$ cat src/rtl/jt053247_pkg.sv
// Shared types and constants for the sprite line-drawing engine.
// One source pixel spans 2^FRAC_W accumulator units; a tile row is 16 source pixels.
package jt053247_pkg;

  typedef enum logic [1:0] {
    IDLE,
    FETCH0,
    FETCH1,
    DRAW
  } state_t;

  localparam logic [9:0]  ZOOM_UNITY = 10'h40;
  localparam int          FRAC_W     = 6;
  localparam logic [15:0] ACC_END    = {2'b00, ZOOM_UNITY, 4'b0000};

  // idx 0 is the leftmost pixel, held in the top nibble
  function automatic logic [3:0] pix_nibble(input logic [63:0] pix, input logic [3:0] idx);
    logic [63:0] sh;
    sh = pix << {idx, 2'b00};
    return sh[63:60];
  endfunction

endpackage

$ cat src/rtl/jt053247_zacc.sv
// Horizontal zoom accumulator: integer part selects the source pixel, fraction
// may carry over between chunks of one wide sprite.
module jt053247_zacc
  import jt053247_pkg::*;
(
  input  logic       rst,
  input  logic       clk,
  input  logic       load_i,
  input  logic       keep_i,
  input  logic       step_i,
  input  logic [9:0] zoom_i,
  output logic [3:0] src_o,
  output logic       end_o
);

  logic [15:0] acc_q, acc_d, acc_nx;
  logic [9:0]  step;

  // a zero step would never leave the row
  assign step   = (zoom_i == 10'd0) ? 10'd1 : zoom_i;
  assign acc_nx = acc_q + {6'd0, step};
  assign end_o  = (acc_nx >= ACC_END);
  assign src_o  = acc_q[FRAC_W+3:FRAC_W];

  always_comb begin
    acc_d = acc_q;
    if (load_i) begin
      acc_d = {10'd0, keep_i ? acc_q[FRAC_W-1:0] : 6'd0};
    end else if (step_i) begin
      acc_d = acc_nx;
    end
  end

  always_ff @(posedge clk or posedge rst) begin
    if (rst) acc_q <= '0;
    else     acc_q <= acc_d;
  end

endmodule

$ cat src/rtl/jt053247_draw.sv
// Sprite row drawer: fetches one 16-pixel tile row as two ROM words and writes the
// zoomed, non-transparent pixels into the line buffer, one output pixel per clock.
module jt053247_draw
  import jt053247_pkg::*;
#(
  parameter int AW    = 9,
  parameter int MAXPX = 256
) (
  input  logic          rst,
  input  logic          clk,
  input  logic          dr_start,
  output logic          dr_busy,
  input  logic [15:0]   code,
  input  logic [9:0]    attr,
  input  logic          hflip,
  input  logic          vflip,
  input  logic [3:0]    ysub,
  input  logic [8:0]    hpos,
  input  logic [11:0]   hzoom,
  input  logic          hz_keep,
  output logic [20:0]   rom_addr,
  output logic          rom_cs,
  input  logic          rom_ok,
  input  logic [31:0]   rom_data,
  output logic [AW-1:0] buf_addr,
  output logic          buf_we,
  output logic [13:0]   buf_din
);

  localparam logic [AW-1:0] NLAST = AW'(MAXPX - 1);

  state_t        state_q, state_d;
  logic          held_q, held_d;
  logic [15:0]   code_q;
  logic [3:0]    row_q;
  logic [9:0]    attr_q;
  logic          hflip_q;
  logic [AW-1:0] hpos_q;
  logic [9:0]    zoom_q;
  logic [63:0]   pix_q;
  logic [AW-1:0] n_q;
  logic          load, step, take, zend;
  logic [3:0]    src, s_eff, pen;
  logic          unused_hz;

  assign unused_hz = ^hzoom[11:10];

  jt053247_zacc u_zacc (
    .rst    (rst),
    .clk    (clk),
    .load_i (load),
    .keep_i (hz_keep),
    .step_i (step),
    .zoom_i (zoom_q),
    .src_o  (src),
    .end_o  (zend)
  );

  always_comb begin
    state_d = state_q;
    load    = 1'b0;
    step    = 1'b0;
    take    = 1'b0;
    case (state_q)
      IDLE: if (dr_start) begin
        load    = 1'b1;
        state_d = FETCH0;
      end
      FETCH0: if (held_q && rom_ok) begin
        take    = 1'b1;
        state_d = FETCH1;
      end
      FETCH1: if (held_q && rom_ok) begin
        take    = 1'b1;
        state_d = DRAW;
      end
      DRAW: begin
        step = 1'b1;
        if (zend || n_q == NLAST) state_d = IDLE;
      end
      default: state_d = IDLE;
    endcase
  end

  // rom_ok is only trusted once the current address has been presented for a cycle
  assign held_d = (state_q == FETCH0 || state_q == FETCH1) && !take;

  always_ff @(posedge clk or posedge rst) begin
    if (rst) begin
      state_q <= IDLE;
      held_q  <= 1'b0;
      code_q  <= '0;
      row_q   <= '0;
      attr_q  <= '0;
      hflip_q <= 1'b0;
      hpos_q  <= '0;
      zoom_q  <= '0;
      pix_q   <= '0;
      n_q     <= '0;
    end else begin
      state_q <= state_d;
      held_q  <= held_d;
      if (load) begin
        code_q  <= code;
        row_q   <= ysub ^ {4{vflip}};
        attr_q  <= attr;
        hflip_q <= hflip;
        hpos_q  <= AW'(hpos);
        zoom_q  <= hzoom[9:0];
        n_q     <= '0;
      end
      if (take && state_q == FETCH0) pix_q[63:32] <= rom_data;
      if (take && state_q == FETCH1) pix_q[31:0]  <= rom_data;
      if (step) n_q <= n_q + AW'(1);
    end
  end

  assign s_eff    = hflip_q ? ~src : src;
  assign pen      = pix_nibble(pix_q, s_eff);
  assign dr_busy  = (state_q != IDLE);
  assign rom_cs   = (state_q == FETCH0) || (state_q == FETCH1);
  assign rom_addr = {code_q, row_q, state_q == FETCH1};
  assign buf_we   = (state_q == DRAW) && (pen != 4'd0);
  assign buf_addr = hpos_q + n_q;
  assign buf_din  = {attr_q, pen};

endmodule

$ cat config.mk
export PLATFORM = sky130hd
export DESIGN_NAME = jt053247_draw
export DESIGN_NICKNAME = d
export VERILOG_FILES = /design/src/rtl/jt053247_pkg.sv /design/src/rtl/jt053247_zacc.sv /design/src/rtl/jt053247_draw.sv
export SDC_FILE = /design/constraint.sdc
export NUM_CORES = 1
export LEC_CHECK = 0
export ABC_AREA = 1
export CORE_ASPECT_RATIO = 1.75
export CORE_MARGIN = 2
export CORE_UTILIZATION = 55
export DETAILED_ROUTE_END_ITERATION = 16
export DONT_BUFFER_PORTS = 1
export GPL_ROUTABILITY_DRIVEN = 0
export MAX_ROUTING_LAYER = met4
export PLACE_DENSITY_LB_ADDON = 0.12
export SLEW_MARGIN = 20
export SYNTH_ARGS = -nofsm -noshare
export SYNTH_HDL_FRONTEND = slang
export SYNTH_HIERARCHICAL = 1
export SYNTH_SLANG_ARGS = --single-unit
$ cat constraint.sdc
create_clock -name clk -period 4 [get_ports clk]
set_input_delay 0.8 -clock clk [delete_from_list [all_inputs] [get_ports clk]]
set_output_delay 0.8 -clock clk [all_outputs]
set_load 0.05 [all_outputs]
Word-level counts from Yosys, hierarchy flattened:

Index checks and enable logic that the tools add are counted.

* memory bits (writable): 0
* output and inout port bits: 47
* input bits: 90
* ROM bits: 0
* memories kept: 0
* logic and storage cells: 62
* latch bits: 0
* register bits after elaboration: 142

* reduce and logical (&&, ||, !) cells: 16
* muxes and demuxes: 17
* eq/ne operators: 9
* add/sub/neg operators: 3
* multiply operators: 0
* bitwise logic cells: 2
* divide/modulo/power cells: 0
* shift operators: 1
* order comparisons: 1

Operators by type and width (number)
* << shifter 64 x 6 -> 64 bit: 1
* two-way mux 16 bit: 2
* two-way mux 9 bit: 2
* adder 16 x 10 -> 16 bit: 1
* >= comparator 16 x 11 -> 1 bit, second input constant: 1
* logical NOT 10 bit: 1
* two-way mux 10 bit: 1
* adder 9 x 1 -> 9 bit, second input constant: 1
* adder 9 bit: 1
* == test 9 x 8 -> 1 bit, second input constant: 1
* two-way mux 2 bit: 4
* != test 2 bit, second input constant: 4
* case mux 2 bit (4 select lines): 1
* two-way mux 6 bit: 1
* logical AND 1 bit: 5
* two-way mux 1 bit: 5
* == test 2 bit, second input constant: 2
* two-way mux 4 bit: 1
* inverter 4 bit: 1
* AND reduction 4 bit: 1
* nonzero test 2 bit: 2
* nonzero test 4 bit: 1
* bitwise XOR 4 bit: 1
* == test 2 x 1 -> 1 bit, second input constant: 1
* 6 further kinds: 7

Longest topological paths before layout:

* depth in word-level cells: 7
* depth in mapped cells: 19
* mapped depth without buffers: 19

Cells and area by module:

The synthesis kept the hierarchy.

Modules (own cells, without submodules)
* jt053247_draw: sequential area each 3153.0 um^2, area each 6202.2 um^2, instances 1, cells an instance 774
* jt053247_zacc: sequential area each 400.4 um^2, area each 1450.1 um^2, instances 1, cells an instance 235

Least setup slack after synthesis:

Ideal clock, no wire load.

* kind: register to output
* start: register n_q[0]
* end: output buf_addr[8]
* required time: 3.200 ns
* arrival: 2.348 ns
* stages on the path, launching flop included: 9
* buffers on the path: 0
* setup slack: 0.852 ns
* cells stage by stage: dfrtp_1 > ha_1 > fa_1 > nand3_1 > nand2_1 > a21oi_1 > o21ai_0 > a21oi_1 > xor2_1

* cells in the longest elaborated chain, start to end: 1

RTL lines
* start: declaration: line jt053247_draw.sv:41 `logic [AW-1:0] n_q;`
* start signal: assignment: line jt053247_draw.sv:114 `if (step) n_q <= n_q + AW'(1);`
* adder 9 bit: line jt053247_draw.sv:124 `assign buf_addr = hpos_q + n_q;`
* end: declaration: line jt053247_draw.sv:25 `output logic [AW-1:0] buf_addr,`

No other way between the ends.

Worst setup path after layout:

* start: register hflip_q
* end: output buf_we

* cells in the longest elaborated chain, start to end: 4

RTL lines
* start: declaration: line jt053247_draw.sv:37 `logic hflip_q;`
* start signal: assignment: line jt053247_draw.sv:107 `hflip_q <= hflip;`
* two-way mux 4 bit: line jt053247_draw.sv:118 `assign s_eff = hflip_q ? ~src : src;`
* << shifter 64 x 6 -> 64 bit: line jt053247_pkg.sv:19 `sh = pix << {idx, 2'b00};`
* via buf_din[0]: line jt053247_draw.sv:27 `output logic [13:0] buf_din`
* nonzero test 4 bit: line jt053247_draw.sv:123 `assign buf_we = (state_q == DRAW) && (pen != 4'd0);`
* logical AND 1 bit: line jt053247_draw.sv:123
* end: declaration: line jt053247_draw.sv:26 `output logic buf_we,`

The timed path passes the listed nets, and every way through them passes these cells.

==> results.yml <==
global_route:
  grt_pass1_vias: 6164
  grt_pass1_wl_mm: 28.48
  grt_max_degree: 89
  track_usage_pct: 24.77
  grt_overflow_total: 0
  antenna_found_initial: 0
yosys:
  syn_nets: 1126
  yosysSeqAreaShare_pct: 46.44
  synth_top_family_by_area: "simple AND/OR/NAND/NOR gates"
  async_reset_ff_share_pct: 100.0
  ys_ff_latch: 142
  ys.flop_type: "dfrtp_1"
  synth_compound_area_share_pct: 8.437
  synth_fa_ha_area_share_pct: 4.611
  synth_edf_count: 0
  syn_inst: 1009
  synth_cell_types: 40
  muxShareOfSynthArea_pct: 0
  avgSynthCellArea_um2: 7.584
  synth_simple_gate_area_share_pct: 27.80
  synthXorXnorAreaFrac_pct: 1.962
  ys_warn_count: 6
  syn_area_um2: 7652
cts:
  root_buffer: "clkbuf_16"
  hold_buffers: 0
  cts_tree: "yes"
  numCtsBuffers: 17
  cts_setup_buffers: 0
  clock_path_buffers: 2
  cts-htree-levels: 4
  postCtsResizedCells: 0
  clk_latency_ns: 0.42
  clock-sinks: 142
  cts.reportedPaths.clkPinSlew_ns: 0.06
routing:
  first_pass_iters: 9
  vias: 6130
  viasPerCell: 5.186
  drc: 0
  totalWireLength_mm: 17.23
  drt_iter0_drc: 247
  wl_per_cell_um: 14.58
  drtAntennaViolNets: 0
run:
  drv_cap: 0
floorplan:
  rows: 57
  fp.dieW_um: 93.17
  start_util_pct: 55.59
  pin_count: 137
  die_area_um2: 14910
  core_um2: 13760
  die_h_um: 160.0
power_and_ir_drop:
  peakVddDrop_mv: 0.4794
  pwr_density_cell_nw_per_um2: 1004
  p_leak_nw: 4.459
worst_setup_path:
  start_kind: "register"
  cp-end-kind: "output pin"
  crit_required_ns: 3.20
  path_class: "register to output pin"
  cp.arrival_ns: 2.87
  path_max_fanout: 31
timing:
  clock_skew_ns: 0.008870
  finalHoldViolCount: 0
  fin_setup_tns_ns: 0
  finalSetupViolations: 0
  worst_slack_ns: 0.3322
  rsz0062_at_grt: "false"
  finalCriticalPeriod_ns: 3.668
  worst_pin_slew_ns: 1.045
  min_period_over_period_pct: 91.69
  fmaxAchievable_mhz: 272.6
  slew_headroom_pct: 30.06
  maxSlewViolCount: 0
placed_design:
  hpwl_mm: 12.23
  dpl-instance-area_um2: 7726
  numPortBuffers: 0
  pre_cts_ws_ns: 0.7731
final_layout:
  final_cell_mix: "nand2_1 (359), inv_1 (144), dfrtp_1 (142), o21ai_0 (92), nand3_1 (82)"
  final_layout_size_suffix_gt1_share_pct: 7.264
  mostFrequentLayoutCell: "nand2_1"
  area_growth_pct: 9.205
  num_antenna_cells: 0
  finalNetCount: 1110
  final_area_um2: 8357
outcome:
  status: "complete, no violations"
hold_path:
  hold_path_class: "input pin to asynchronous set/reset pin"
==> area by class of cell <==
cell class	count	area (um^2)
fill	1274	5408
sequential	142	3553
multi-input combinational	671	3283
inverter	151	580.6
clock buffer	17	425.4
tap	177	221.5
clock inverter	14	205.2
timing repair buffer	10	87.58
==> through the flow <==
stage / util (%) / power, mW / hold slack (ns) / std cells
CTS: 60.71 / 8.440 / 0.3901 / 1182
global placement: 56.13 / 6.638 / 0.4367 / 1151
finish: 60.71 / 8.388 / 0.3731 / 1182
detailed placement: 56.13 / 6.711 / 0.4412 / 1151
floorplan: - / 6.009 / 0.4235 / 1009
global route: 60.71 / 9.001 / 0.4296 / 1182
==> cell usage after synthesis (3+ instances only) <==
master | number | share of area (%)
nand2_1 | 362 | 18
inv_1 | 145 | 7.1
dfrtp_1 | 142 | 46
o21ai_0 | 92 | 6.0
nand3_1 | 82 | 5.4
nor2_1 | 31 | 1.5
clkbuf_1 | 29 | 1.4
ha_1 | 25 | 4.1
a21oi_1 | 18 | 1.2
nand2_2 | 10 | 0.82
xnor2_1 | 7 | 0.80
xor2_1 | 7 | 0.80
buf_6 | 6 | 0.88
buf_4 | 5 | 0.49
o22ai_1 | 5 | 0.41
inv_2 | 4 | 0.20
nand4_1 | 4 | 0.33
nor3_1 | 4 | 0.26
nand2_4 | 3 | 0.44
==> where the power goes <==
group | internal, mW | switching (mW) | total [mW]
Combinational | 1.12 | 2.60 | 3.72
Sequential | 2.03 | 0.936 | 2.97
Clock | 1.06 | 0.650 | 1.71
==> layer usage <==
layer | wire length [um] | up-vias | global-route usage [%]
met2 | 9181 | 154 | 43.28
li1 | - | 3094 | -
met4 | 627 | 0 | 11.16
met1 | 6705 | 2839 | 26.77
met5 | 0 | - | -
met3 | 720 | 43 | 4.858
==> worst paths after layout <==
path / slack (ns) / cells after the start / from / to
worst max-delay path: 0.33 / 10 / hflip_q / buf_we
min in group clk: 0.46 / 1 / held_q / held_q
worst min register to register: 0.46 / 1 / held_q / held_q
worst max register to register: 0.90 / 16 / zoom_q[7] / state_q[0]
max in group asynchronous: 2.68 / 2 / rst / n_q[0]
worst min-delay path: 0.37 / 1 / rst / u_zacc/acc_q[12]
==> logic make-up (layout without fill, tap and decap cells) <==
kind of cell             Yosys count  count (layout)
AO/OA/AOI/OAI                    123             123
XOR/XNOR                          15              15
adder cells (fa/ha/maj)           27              27
buffers and inverters            196             192
flip-flops                       142             142
AND/OR/NAND/NOR                  506             506
==> critical path, cell delays in order (launching register included) <==
cell,delay [ns]
dfrtp_1,0.64
nand2_2,0.22
nand2_4,0.33
nand2_1,0.09
nand3_1,0.12
nand3_1,0.10
nand3_1,0.09
nand2_1,0.07
inv_2,0.21
nor2_2,0.06
a21oi_2,0.51
==> flip-flops by register name, summed over array words and instances (netlist names) <==
signal / cells
attr_q: 10
code_q: 16
held_q: 1
hflip_q: 1
hpos_q: 9
n_q: 9
pix_q: 64
row_q: 4
state_q: 2
u_zacc/acc_q: 16
zoom_q: 10
Note: power is estimated with default switching activity, not from simulation.
